===== config.mk =====
export PLATFORM = sky130hd
export DESIGN_NAME = if_fetch
export DESIGN_NICKNAME = d
export VERILOG_FILES = /design/src/rtl/if_fetch.sv
export SDC_FILE = /design/constraint.sdc
export NUM_CORES = 1
export LEC_CHECK = 0
export BUFFER_PORTS_ARGS = -buffer_cell sky130_fd_sc_hd__buf_2
export CORE_ASPECT_RATIO = 0.75
export CORE_MARGIN = 5
export CORE_UTILIZATION = 52
export CTS_CLUSTER_DIAMETER = 150
export DETAILED_ROUTE_END_ITERATION = 10
export PLACE_DENSITY = 0.83
export SYNTH_ARGS = -nofsm -noshare
export SYNTH_HDL_FRONTEND = slang
export SYNTH_SLANG_ARGS = --single-unit

===== constraint.sdc =====
create_clock -name clk -period 2.5 [get_ports clk]
set_input_delay 0.5 -clock clk [delete_from_list [all_inputs] [get_ports clk]]
set_output_delay 0.5 -clock clk [all_outputs]
set_load 0.005 [all_outputs]

===== src/rtl/if_fetch.sv =====
// Instruction-fetch stage: owns the PC, fetches from instruction memory over
// a req/ack handshake and holds one instruction for the IF/ID register.
// Handles branch redirect (keeping the delay slot) and exception flush.
// Optional build macro: IF_PC_ALIGN_CHK_EN -- when defined, a misaligned PC
// produces a faulting buffer entry (if_adel=1) instead of a memory request.
module if_fetch #(
  parameter logic [31:0] RESET_PC = 32'h0000_0000,
  parameter int unsigned PC_STEP  = 4
) (
  input  logic        clk,
  input  logic        rst,
  input  logic [5:0]  stall,
  input  logic        flush,
  input  logic [31:0] new_pc,
  input  logic        branch_flag,
  input  logic [31:0] branch_target,
  output logic        inst_req,
  output logic [31:0] inst_addr,
  input  logic        inst_ack,
  input  logic [31:0] inst_rdata,
  output logic [31:0] if_pc,
  output logic [31:0] if_inst,
  output logic        if_adel,
  output logic        stallreq_if
);

  localparam logic [31:0] STEP = 32'(PC_STEP);

  typedef enum logic [1:0] {
    IDLE,
    FETCH,
    FULL
  } state_t;

  state_t      state;
  logic [31:0] pc;
  logic [31:0] buf_pc;
  logic [31:0] buf_inst;
  logic        buf_adel;
  logic        pending;
  logic [31:0] redirect_target;

  logic        branch_take;
  logic        misaligned;
  logic        fault_hold;

  // Only the IF/ID and ID hold bits matter to this stage.
  logic        unused_stall;
  assign unused_stall = ^{stall[5:3], stall[0]};

  assign branch_take = branch_flag && !stall[2];
  assign fault_hold  = buf_adel;

`ifdef IF_PC_ALIGN_CHK_EN
  assign misaligned = (pc[1:0] != 2'b00);
`else
  assign misaligned = 1'b0;
`endif

  // Request generation: combinational so a 0-wait ack can land in the same cycle.
  always_comb begin
    inst_req = 1'b0;
    if (!rst && !flush) begin
      case (state)
        FETCH:   inst_req = !misaligned;
        FULL:    inst_req = !fault_hold && !stall[1] && !branch_take;
        default: inst_req = 1'b0;
      endcase
    end
  end

  // Address is word-aligned and only driven while a request is out.
  always_comb begin
    inst_addr = '0;
    if (inst_req) inst_addr = {pc[31:2], 2'b00};
  end

  // Buffer presentation to IF/ID; empty buffer reads as a NOP.
  always_comb begin
    if_pc       = '0;
    if_inst     = '0;
    stallreq_if = 1'b1;
    if (state == FULL) begin
      if_pc       = buf_pc;
      if_inst     = buf_inst;
      stallreq_if = 1'b0;
    end
  end

`ifdef IF_PC_ALIGN_CHK_EN
  assign if_adel = (state == FULL) && buf_adel;
`else
  assign if_adel = 1'b0;
`endif

  // Fetch FSM, PC, single-entry buffer and pending-redirect bookkeeping.
  always_ff @(posedge clk) begin
    if (rst) begin
      state           <= IDLE;
      pc              <= RESET_PC;
      buf_pc          <= '0;
      buf_inst        <= '0;
      buf_adel        <= 1'b0;
      pending         <= 1'b0;
      redirect_target <= '0;
    end else if (flush) begin
      state    <= FETCH;
      pc       <= new_pc;
      buf_adel <= 1'b0;
      pending  <= 1'b0;
    end else begin
      case (state)
        IDLE: state <= FETCH;

        FETCH: begin
          if (misaligned) begin
            // Faulting entry is parked in the buffer; pc stays put.
            buf_pc   <= pc;
            buf_inst <= '0;
            buf_adel <= 1'b1;
            state    <= FULL;
          end else if (inst_ack) begin
            buf_pc   <= pc;
            buf_inst <= inst_rdata;
            buf_adel <= 1'b0;
            pending  <= 1'b0;
            state    <= FULL;
            // A branch seen here means the returning word is its delay slot.
            if (branch_take)  pc <= branch_target;
            else if (pending) pc <= redirect_target;
            else              pc <= pc + STEP;
          end else if (branch_take) begin
            pending         <= 1'b1;
            redirect_target <= branch_target;
          end
        end

        FULL: begin
          if (!fault_hold) begin
            if (branch_take) begin
              // Buffer already holds the delay slot; it drains normally.
              pc <= branch_target;
              if (!stall[1]) state <= FETCH;
            end else if (!stall[1]) begin
              if (inst_ack) begin
                buf_pc   <= pc;
                buf_inst <= inst_rdata;
                pc       <= pc + STEP;
              end else begin
                state <= FETCH;
              end
            end
          end
        end

        default: state <= IDLE;
      endcase
    end
  end

endmodule


### Word level (Yosys, flattened, before mapping)

Cells that the tools add are included.

| operators by class | value |
|---|---|
| add/sub/neg operators | 1 |
| equality and inequality tests | 11 |
| mux-type cells | 31 |
| bitwise operators | 2 |
| reductions and logical operators | 19 |

Operators with widths:

| kind | count |
|---|---|
| $mux 32 | 16 |
| $pmux 32 s2 | 3 |
| $add 32x3->32 const B | 1 |
| $ne 4x4->1 const B | 3 |
| $reduce_and 4->1 | 3 |
| $mux 2 | 5 |
| $ne 3x3->1 const B | 3 |
| $ne 2x2->1 const B | 3 |
| $pmux 2 s3 | 1 |
| $reduce_and 3->1 | 2 |
| $logic_not 1->1 | 5 |
| $mux 1 | 5 |
| $reduce_bool 2->1 | 2 |
| $logic_and 1x1->1 | 3 |
| $reduce_bool 3->1 | 1 |
| $eq 2x1->1 const B | 1 |
| $eq 2x2->1 const B | 1 |
| $logic_not 2->1 | 1 |
| $not 1->1 | 2 |
| $pmux 1 s2 | 1 |
| $reduce_and 2->1 | 1 |
| $reduce_or 2->1 | 1 |

| word-level totals | value |
|---|---|
| bits in registers | 131 |
| input port bits | 107 |
| output and inout bits | 99 |

### Longest topological paths before layout

Gate-level depths: netlist (run 1).

| logic depth | value |
|---|---|
| depth in word-level cells | 7 |
| mapped depth | 10 |
| depth with buffers taken out | 7 |

### Worst setup path after synthesis (run 1)

No wires, ideal clock.

| timing | value |
|---|---|
| path kind | input -> output |
| start point | input stall[2] |
| end point | output inst_addr[22] |
| arrival | 1.550 ns |
| required time | 2.000 ns |
| path slack | 0.450 ns |
| stages on the path | 6 |
| path through | and2b_1 buf_2 nor3_1 o211a_1 clkbuf_1 and2_1 |

| on the way | value |
|---|---|
| word-level cells in the longest chain between the ends | 7 |

Ends and longest elaborated chain:

| what | line | source |
|---|---|---|
| from (decl) | 12 | `input logic [5:0] stall,` |
| $logic_not 1->1 | 51 | `assign branch_take = branch_flag && !stall[2];` |
| $logic_and 1x1->1 | 51 |  |
| $logic_not 1->1 | 66 | `FULL: inst_req = !fault_hold && !stall[1] && !branch_take;` |
| $logic_and 1x1->1 | 66 |  |
| $pmux 1 s2 | 64 | `case (state)` |
| $mux 1 | 63 | `if (!rst && !flush) begin` |
| via inst_req | 17 | `output logic inst_req,` |
| $mux 32 | 75 | `if (inst_req) inst_addr = {pc[31:2], 2'b00};` |
| to (decl) | 18 | `output logic [31:0] inst_addr,` |

The timed path passes the listed nets, and every way through them passes these cells.

### Final worst setup path (run 1)

| timing | value |
|---|---|
| start point | register state[0] |
| end point | output inst_addr[16] |

| on the way | value |
|---|---|
| word-level cells in the longest chain between the ends | 4 |
| elaborated cells on any way between the ends | 5 |

Ends and longest elaborated chain:

| what | line | source |
|---|---|---|
| from (decl) | 35 | `state_t state;` |
| from (signal assigned) | 99 | `state <= IDLE;` |
| from (signal assigned) | 107 | `state <= FETCH;` |
| from (signal assigned) | 113 | `IDLE: state <= FETCH;` |
| $eq 2x2->1 or $eq 2x1->1 (tied branches) | 64 |  |
| $pmux 1 s2 * | 64 |  |
| $mux 1 * | 63 |  |
| $mux 32 * | 75 |  |

Every way passes the cells marked *; elsewhere a longest branch is shown, timed or not.

==> results_dict.tcl, run 1 <==
set metrics [dict create \
    worstPathCellList "inv_4 > ha_4 > inv_4 > nor3_4 > o211a_4 > buf_4 > buf_12 > and2_1 > buf_2" \
    drc_errors 0 \
    drv_slew 0 \
    num_vias 7563 \
    synth_sequential_area_ratio 0.377 \
    drive_above_1_share 0.262 \
    dp_hpwl_um 16200 \
    cts-root-buf "clkbuf_16" \
    syn_avg_cell_area_um2 7.38 \
    viasPerCell 5.80 \
    antenna_found_initial 2 \
    final_cell_mix "238 x nand2_1, 197 x buf_2, 129 x dfxtp_1" \
    finalCritPeriodShare 0.985 \
    synth_area_mm2 0.00696 \
    routed_wl_um 23400 \
    grt_first_pass_wirelength_um 36300 \
    synthAdderAreaFrac 0.00899 \
    routedWlPerCell_um 17.9 \
    hold_violations 0 \
    grt_remaining_overflow 0 \
    status "completed" \
    io_buffers 198 \
    synth-simple-area-share 0.311 \
    maxSlewHeadroom 0.559 \
    die-area_mm2 0.0158 \
    grt_use_total 0.293 \
    num-fill-cells 1107 \
    maxCapViolations 0 \
    final_common_cell "nand2_1" \
    async_reset_ff_frac 0 \
    arrival_ps 1960 \
    cp-end-kind "output pin" \
    cts.sinks 131 \
    ys.flop_type "dfxtp_1" \
    hold_slack_ps 313 \
    initial_core_util 0.532 \
    power_density_mw_per_mm2 607 \
    cpMaxStageDelayCell "dfxtp_2" \
    diodes 0 \
    design.core.area_mm2 0.0131 \
    clock_latency_ps 420 \
    period_minus_slack_ps 2460 \
    synth-compound-area-share 0.218 \
    ir_drop_uv 523 \
    gp_congestion 0.973 \
    ant_nets 0 \
    min_path_type "in2reg" \
    clk_path_buf_depth 2 \
    setup_viol 0 \
    crit_path_start_kind "flop" \
    yosys_warnings 0 \
    post-route-util 0.679 \
    cp.required_ps 2000 \
    dp_slack_ps 281 \
    synthXorXnorAreaFrac 0.0113 \
    critPathKind "reg2out" \
    synth_cell_types 66 \
    row_count 36 \
    ys_ff_latch 131 \
    clk_pin_slew_ps 60 \
    yosys-mux-area-fraction 0.0117 \
    synth_top_family_by_area "simple AND/OR/NAND/NOR gates" \
    synth_edf_count 0 \
    tightest_slew_ps 656 \
    cp_slowest_stage_delay_ps 360 \
    cp_top_family "buffers and inverters" \
    grt_pass1_vias 6943 \
    setup_ws_ps 38.5 \
    fp.dieH_um 110 \
    h-tree-depth 4 \
    grt_start_max_net_pins 117 \
    cpMostUsedCell "inv_4" \
    tns_ps 0 \
    skew_ps 11.0 \
    synth_cells 942 \
    numCtsBuffers 17 \
    fin_nets 1233 \
    crit_fanout 16 \
    die_w_um 144 \
    io_pins 206 \
    leakagePower_nw 3.72 \
    dr.pass1.iters 5 \
    max_freq_mhz 406 \
    drt_iter0_drc 938 \
    syn_to_final_growth_pct 27.5 \
    cts_tree "built" \
    path_buf_inv 5 \
]
-- through the flow --
step,instances,instance area [µm²],total power [mW]
3_5_place_dp,1269,8150,2.88
5_1_grt,1305,8860,5.56
3_3_place_gp,1269,8150,2.86
2_1_floorplan,944,6960,2.62
4_1_cts,1304,8820,5.37
6_report,1305,8860,5.38
-- layer usage --
| metal | share of wire | GRT usage | vias to the layer above |
|---|---|---|---|
| li1 | - | - | 3617 |
| met4 | 0.027 | 0.102 | 4 |
| met5 | 0.0012 | 0 | - |
| met3 | 0.13 | 0.0918 | 65 |
| met1 | 0.41 | 0.406 | 3389 |
| met2 | 0.42 | 0.432 | 488 |
-- tightest hold or removal path: cells and delay by family --
| family | cells | cell delay (ps) |
|---|---|---|
| buffers and inverters | 1 | 90 |
| AOI/OAI and AO/OA | 1 | 50 |
| and+or+nand+nor | 1 | 40 |
-- path summary, 6_finish.rpt --
check / to / startpoint / slack, ps / depth (start not counted)
setup / recovery: inst_addr[16] / state[0]$_SDFFE_PP0P_ / 40 / 9
hold / removal: buf_inst[30]$_SDFFE_PP0P_ / inst_rdata[30] / 310 / 3
setup reg to reg: pc[17]$_SDFFE_PP0P_ / state[0]$_SDFFE_PP0P_ / 200 / 8
hold reg to reg: buf_inst[13]$_SDFFE_PP0P_ / buf_inst[13]$_SDFFE_PP0P_ / 450 / 2
-- logic make-up after synthesis --
family / count (synthesis)
adders and majority gates: 5
DFF: 131
and+or+nand+nor: 448
buffers and inverters: 95
AOI/OAI and AO/OA: 245
xor gates and xnor gates: 9
muxes: 8
other: 1
-- report_power, final --
part | leakage (nW) | internal, mW | switching (mW)
combinational | 2.38 | 0.254 | 0.363
clock | 0.281 | 1.51 | 0.996
sequential | 1.07 | 2.16 | 0.0943
total | 3.72 | 3.92 | 1.45
-- cell type report --
cell class | instances | area [µm²] | share of cell area
Multi-Input combinational cell | 718 | 3980 | 0.448
Inverter | 12 | 50.0 | 0.00565
Clock buffer | 18 | 439 | 0.0495
Sequential cell | 131 | 2630 | 0.296
Tap cell | 171 | 214 | 0.0241
Clock inverter | 14 | 155 | 0.0175
Timing Repair Buffer | 241 | 1400 | 0.158
-- sequential cells by signal (all words and copies together) (netlist names) --
name             count
pending              1
buf_inst            32
state                2
pc                  32
redirect_target     32
buf_pc              32
-- cell usage after synthesis, types with 3 or more instances --
library cell | number | area (µm²)
ha_1 | 5 | 62.6
o21ai_0 | 30 | 150
a221o_1 | 8 | 80.1
or3_1 | 5 | 31.3
buf_4 | 9 | 67.6
xnor2_1 | 4 | 35.0
a311o_1 | 3 | 30.0
o21ai_1 | 3 | 15.0
nor2_1 | 28 | 105
nand2b_1 | 3 | 18.8
clkbuf_1 | 43 | 161
xor2_1 | 5 | 43.8
nor4_1 | 11 | 68.8
nand2_1 | 238 | 893
nand4_1 | 12 | 75.1
buf_2 | 29 | 145
o211ai_1 | 12 | 90.1
o221ai_1 | 7 | 61.3
nand3_1 | 13 | 65.1
o31a_1 | 4 | 35.0
and3_1 | 7 | 43.8
nor3_1 | 13 | 65.1
o21a_1 | 3 | 22.5
mux2i_1 | 7 | 70.1
a21oi_1 | 115 | 576
o22ai_1 | 5 | 31.3
a21o_1 | 5 | 37.5
dfxtp_1 | 131 | 2620
and4_1 | 6 | 52.6
a31oi_1 | 19 | 119
o211a_1 | 3 | 30.0
inv_1 | 10 | 37.5
a22oi_1 | 4 | 30.0
a22o_1 | 4 | 35.0
and2_1 | 97 | 607
-- what timing repair did --
| action | CTS | global route |
|---|---|---|
| pin swaps | 1 | 1 |
| endpoints found under the hold margin | 0 | 0 |
| hold buffers | 0 | 0 |
| gates resized for setup | 8 | 6 |
| buffers inserted | 3 | 1 |
| endpoints found under the setup margin | 30 | 30 |
| gates cloned | 1 | 0 |
Power figures use the tool's default switching activity.
==> inputs of run 2 (changes only) <==
--- a/config.mk
+++ b/config.mk
@@ -12,6 +12,7 @@
 export CTS_CLUSTER_DIAMETER = 150
 export DETAILED_ROUTE_END_ITERATION = 10
 export PLACE_DENSITY = 0.83
+export REMOVE_ABC_BUFFERS = 1
 export SYNTH_ARGS = -nofsm -noshare
 export SYNTH_HDL_FRONTEND = slang
 export SYNTH_SLANG_ARGS = --single-unit
==> run 2 against run 1 <==
Worst setup slack improved by 13 ps. Register-to-register slack got worse by 140 ps. Sequential cell count unchanged. Largest cell class unchanged. Core utilization increased by 0.32 points. Combinational power about the same. Die area unchanged. Routed wire length decreased by 2.4%. Final cell count increased by 0.46%. Largest power group unchanged. Clock skew decreased by 2.7 ps. Worst hold slack improved by 2.6 ps.
==> results_dict.tcl, run 2 (synthesis gave the netlist of run 1 again) <==
set metrics [dict create \
    cts.sinks 131 \
    cp.required_ps 2000 \
    initial_core_util 0.532 \
    power_density_mw_per_mm2 599 \
    drt_iter0_drc 893 \
    final_common_cell "nand2_1" \
    row_count 36 \
    routed_wl_um 22800 \
    leakagePower_nw 3.76 \
    fin_nets 1239 \
    design.core.area_mm2 0.0131 \
    ctsHoldBuffers 0 \
    ff2ff_path_depth 10 \
    grt_use_total 0.281 \
    seq_area_mm2 0.00263 \
    io_buffers 198 \
    status "completed" \
    finalInstanceArea_mm2 0.00891 \
    num-fill-cells 1142 \
    maxCapViolations 0 \
    num_vias 7538 \
    r2r-start "state[0]$_SDFFE_PP0P_" \
    h-tree-depth 4 \
    clock_latency_ps 420 \
    grt_start_max_net_pins 118 \
    cts_tree "built" \
    cts-root-buf "clkbuf_16" \
    viasPerCell 5.75 \
    max_freq_mhz 408 \
    drv_slew 0 \
    gp_congestion 0.959 \
    diodes 0 \
    final_cell_mix "238 x nand2_1, 197 x buf_2, 129 x dfxtp_1" \
    tightest_slew_ps 613 \
    setup_viol 0 \
    die-area_mm2 0.0158 \
    reg2reg_slack_ps 60 \
    startpoint "state[0]$_SDFFE_PP0P_" \
    multiInputGateArea_mm2 0.00398 \
    arrival_ps 1950 \
    crit_fanout 9 \
    crit_end "inst_addr[21]" \
    placed_area_mm2 0.00815 \
    hold_slack_ps 315 \
    fp.dieH_um 110 \
    maxSlewHeadroom 0.588 \
    p_total_mw 5.34 \
    ant_nets 0 \
    min_path_type "in2reg" \
    die_w_um 144 \
    cp-end-kind "output pin" \
    skew_ps 8.32 \
    syn_to_final_growth_pct 28.0 \
    numCtsBuffers 17 \
    finalCritPeriodShare 0.979 \
    drc_errors 0 \
    dp_hpwl_um 15400 \
    rsz0062_at_grt "yes" \
    dr.pass1.iters 5 \
    grt_first_pass_wirelength_um 35700 \
    critPathKind "reg2out" \
    grt_pass1_vias 7091 \
    clk_pin_slew_ps 60 \
    io_pins 206 \
    drive_above_1_share 0.267 \
    ir_drop_uv 482 \
    holdPathStages 3 \
    r2r_end "pc[1]$_SDFFE_PP0P_" \
    period_minus_slack_ps 2450 \
    crit_path_start_kind "flop" \
    clk_path_buf_depth 2 \
    routedWlPerCell_um 17.4 \
    grt_remaining_overflow 0 \
    antenna_found_initial 3 \
    hold_violations 0 \
]
-- run 2: cell types whose count changed in the layout (fill, tap and decap cells not counted), sizes merged --
cell,delta
clkbuf,+2
clkinv,+3
inv,-2
clkinvlp,-3
buf,+6
-- run 2: report_power, final --
part | internal [mW] | switching, mW
logic | 0.257 | 0.361
registers | 2.16 | 0.0829
clock network | 1.52 | 0.953
total | 3.94 | 1.40
-- run 2: repair_timing --
| item | in CTS | in global routing |
|---|---|---|
| setup endpoints to repair | 26 | 31 |
| cloned | 2 | 0 |
| buffers inserted | 3 | 5 |
| resized for setup | 12 | 9 |
| pin swaps | 2 | 2 |
-- run 2: metal layers --
layer	vias up	share of wire	track usage	wire length (µm)
met3	39	0.12	0.0811	2690
met4	6	0.014	0.0719	329
met1	3434	0.42	0.384	9610
li1	3623	-	-	-
met5	-	0.0015	0	34
met2	436	0.44	0.441	10100
-- run 2: final cells by class --
cell class,count,area share
Clock buffer,20,0.0513
Sequential cell,131,0.295
Inverter,12,0.00562
Multi-Input combinational cell,718,0.447
Tap cell,171,0.0240
Clock inverter,12,0.0148
Timing Repair Buffer,247,0.162
-- run 2: critical path, cell delays in order (launching register included) --
cell and delay [ps]:
dfxtp_4 350, buf_4 150, ha_4 200, o211a_4 300, bufbuf_16 270, and2_1 140
buf_2 120
-- run 2: per-stage QoR --
step	utilization	setup slack (ps)	cells	setup TNS [ps]
after floorplan	-	-747	861	-69660
after global placement	0.624	270	1270	0
after detailed placement	0.624	251	1270	0
after CTS	0.678	4.28	1307	0
after global routing	0.682	-10.5	1311	-10.5
final	0.682	51.5	1311	0
-- run 2: how the worst min path moves through the flow --
stage	from	endpoint	slack [ps]
3_3_place_gp	buf_inst[9]$_SDFFE_PP0P_	buf_inst[9]$_SDFFE_PP0P_	440
2_1_floorplan	pc[1]$_SDFFE_PP0P_	buf_pc[1]$_SDFFE_PP0P_	430
5_1_grt	inst_rdata[26]	buf_inst[26]$_SDFFE_PP0P_	320
4_1_cts	inst_rdata[29]	buf_inst[29]$_SDFFE_PP0P_	310
3_5_place_dp	buf_pc[26]$_SDFFE_PP0P_	buf_pc[26]$_SDFFE_PP0P_	440
6_report	inst_rdata[24]	buf_inst[24]$_SDFFE_PP0P_	320
==> inputs of run 3 (changes only) <==
--- a/config.mk
+++ b/config.mk
@@ -5,7 +5,7 @@
 export SDC_FILE = /design/constraint.sdc
 export NUM_CORES = 1
 export LEC_CHECK = 0
-export BUFFER_PORTS_ARGS = -buffer_cell sky130_fd_sc_hd__buf_2
+export BUFFER_PORTS_ARGS = -buffer_cell sky130_fd_sc_hd__clkbuf_2
 export CORE_ASPECT_RATIO = 0.75
 export CORE_MARGIN = 5
 export CORE_UTILIZATION = 52
==> run 3 against run 2 <==
Sequential cell count unchanged. Worst setup slack is essentially flat. Register-to-register slack gained 30 ps. Routed wire length decreased by 0.85%. Largest power group unchanged. Highest routed layer is now met4.
==> results_dict.tcl, run 3 (synthesis gave the netlist of run 1 again) <==
set metrics [dict create \
    arrival_ps 1950 \
    cts_tree "built" \
    power_density_mw_per_mm2 607 \
    clk_pin_slew_ps 60 \
    numCtsBuffers 17 \
    gp_congestion 0.947 \
    tightest_slew_ps 557 \
    p_total_mw 5.43 \
    crit_fanout 11 \
    fin_nets 1235 \
    drive_above_1_share 0.263 \
    ant_nets 0 \
    diodes 0 \
    maxCapViolations 0 \
    leakagePower_nw 3.69 \
    cts.sinks 131 \
    grt_first_pass_wirelength_um 35700 \
    drt_iter0_drc 751 \
    grt_remaining_overflow 0 \
    skew_ps 10.4 \
    min_path_type "in2reg" \
    final_cells 1307 \
    dp_slack_ps 198 \
    drc_errors 0 \
    die-area_mm2 0.0158 \
    placed_cells 1270 \
    viasPerCell 5.82 \
    max_freq_mhz 408 \
    final_common_cell "nand2_1" \
    h-tree-depth 4 \
    io_pins 206 \
    syn_to_final_growth_pct 28.6 \
    drv_slew 0 \
    cts-root-buf "clkbuf_16" \
    num_vias 7604 \
    cp-end-kind "output pin" \
    routed_wl_um 22600 \
    grt_start_max_net_pins 118 \
    period_minus_slack_ps 2450 \
    status "completed" \
    setup_ws_ps 51.4 \
    grt_pass1_vias 6964 \
    fp.dieH_um 110 \
    maxSlewHeadroom 0.628 \
    grt_use_total 0.285 \
    io_buffers 198 \
    dp_hpwl_um 15300 \
    ctsHoldBuffers 0 \
    initial_core_util 0.532 \
    final_cell_mix "238 x nand2_1, 197 x clkbuf_2, 129 x dfxtp_1" \
    antenna_found_initial 0 \
    crit_path_start_kind "flop" \
    finalCritPeriodShare 0.979 \
    routedWlPerCell_um 17.3 \
    dr.pass1.iters 5 \
    hold_violations 0 \
    design.core.area_mm2 0.0131 \
    cp.required_ps 2000 \
    ir_drop_uv 512 \
    row_count 36 \
    clk_path_buf_depth 2 \
    die_w_um 144 \
    clock_latency_ps 420 \
    critPathKind "reg2out" \
    post-route-util 0.685 \
    setup_viol 0 \
]
-- run 3: changes by cell type in the layout (fill, tap and decap cells not counted), sizes merged --
cell | before | now
bufbuf | 1 | 0
bufinv | 2 | 3
buf | 246 | 46
clkinv | 9 | 5
inv | 12 | 15
clkbuf | 20 | 215
clkinvlp | 1 | 3
-- run 3: what timing repair did --
action | CTS | global route
resized for setup | 8 | 8
setup buffers | 4 | 0
pin swaps | 2 | 1
cloned | 1 | 0
endpoints found under the setup margin | 31 | 89
-- run 3: layout make-up --
class / instances / area (µm²)
clock buffers: 18 / 429
inverters: 12 / 47.5
well taps: 171 / 214
flip-flops and latches: 131 / 2630
clock inverters: 14 / 175
multi-input cells: 718 / 3970
repair buffers: 243 / 1480
fillers: 1123 / 4120
-- run 3: path summary, 6_finish.rpt --
kind	from	to	slack, ps	cells past startpoint
setup / recovery	state[0]$_SDFFE_PP0P_	inst_addr[19]	50	9
setup reg to reg	state[0]$_SDFFE_PP0P_	pc[31]$_SDFFE_PP0P_	90	8
hold reg to reg	pc[0]$_SDFFE_PP0P_	buf_pc[0]$_SDFFE_PP0P_	440	2
hold / removal	inst_rdata[10]	buf_inst[10]$_SDFFE_PP0P_	300	3
-- run 3: metrics by stage --
stage	TNS [ps]	cell area, µm²	hold slack, ps
after floorplan	-69660	6580	425
after global placement	0	8200	437
after detailed placement	0	8200	442
after CTS	0	8900	290
after global routing	-8.55	8940	285
final	0	8940	296
-- run 3: layer usage --
layer,share of wire,global-route usage,vias up
met5,0,0,-
li1,-,-,3625
met2,0.44,0.436,459
met3,0.13,0.0966,43
met4,0.018,0.0793,0
met1,0.41,0.386,3477
-- run 3: critical path, stage by stage, from the launching register on --
cell,delay [ps]
dfxtp_4,370
inv_4,80
ha_4,130
inv_2,50
nor3_2,210
o211a_4,210
buf_12,110
buf_12,120
and2_1,130
clkbuf_2,110
-- run 3: power breakdown --
group | leakage (nW) | total, mW | internal, mW | switching [mW]
clock | 0.288 | 2.56 | 1.58 | 0.982
combinational | 2.34 | 0.619 | 0.261 | 0.358
sequential | 1.07 | 2.25 | 2.16 | 0.0855
total | 3.69 | 5.43 | 4.00 | 1.43
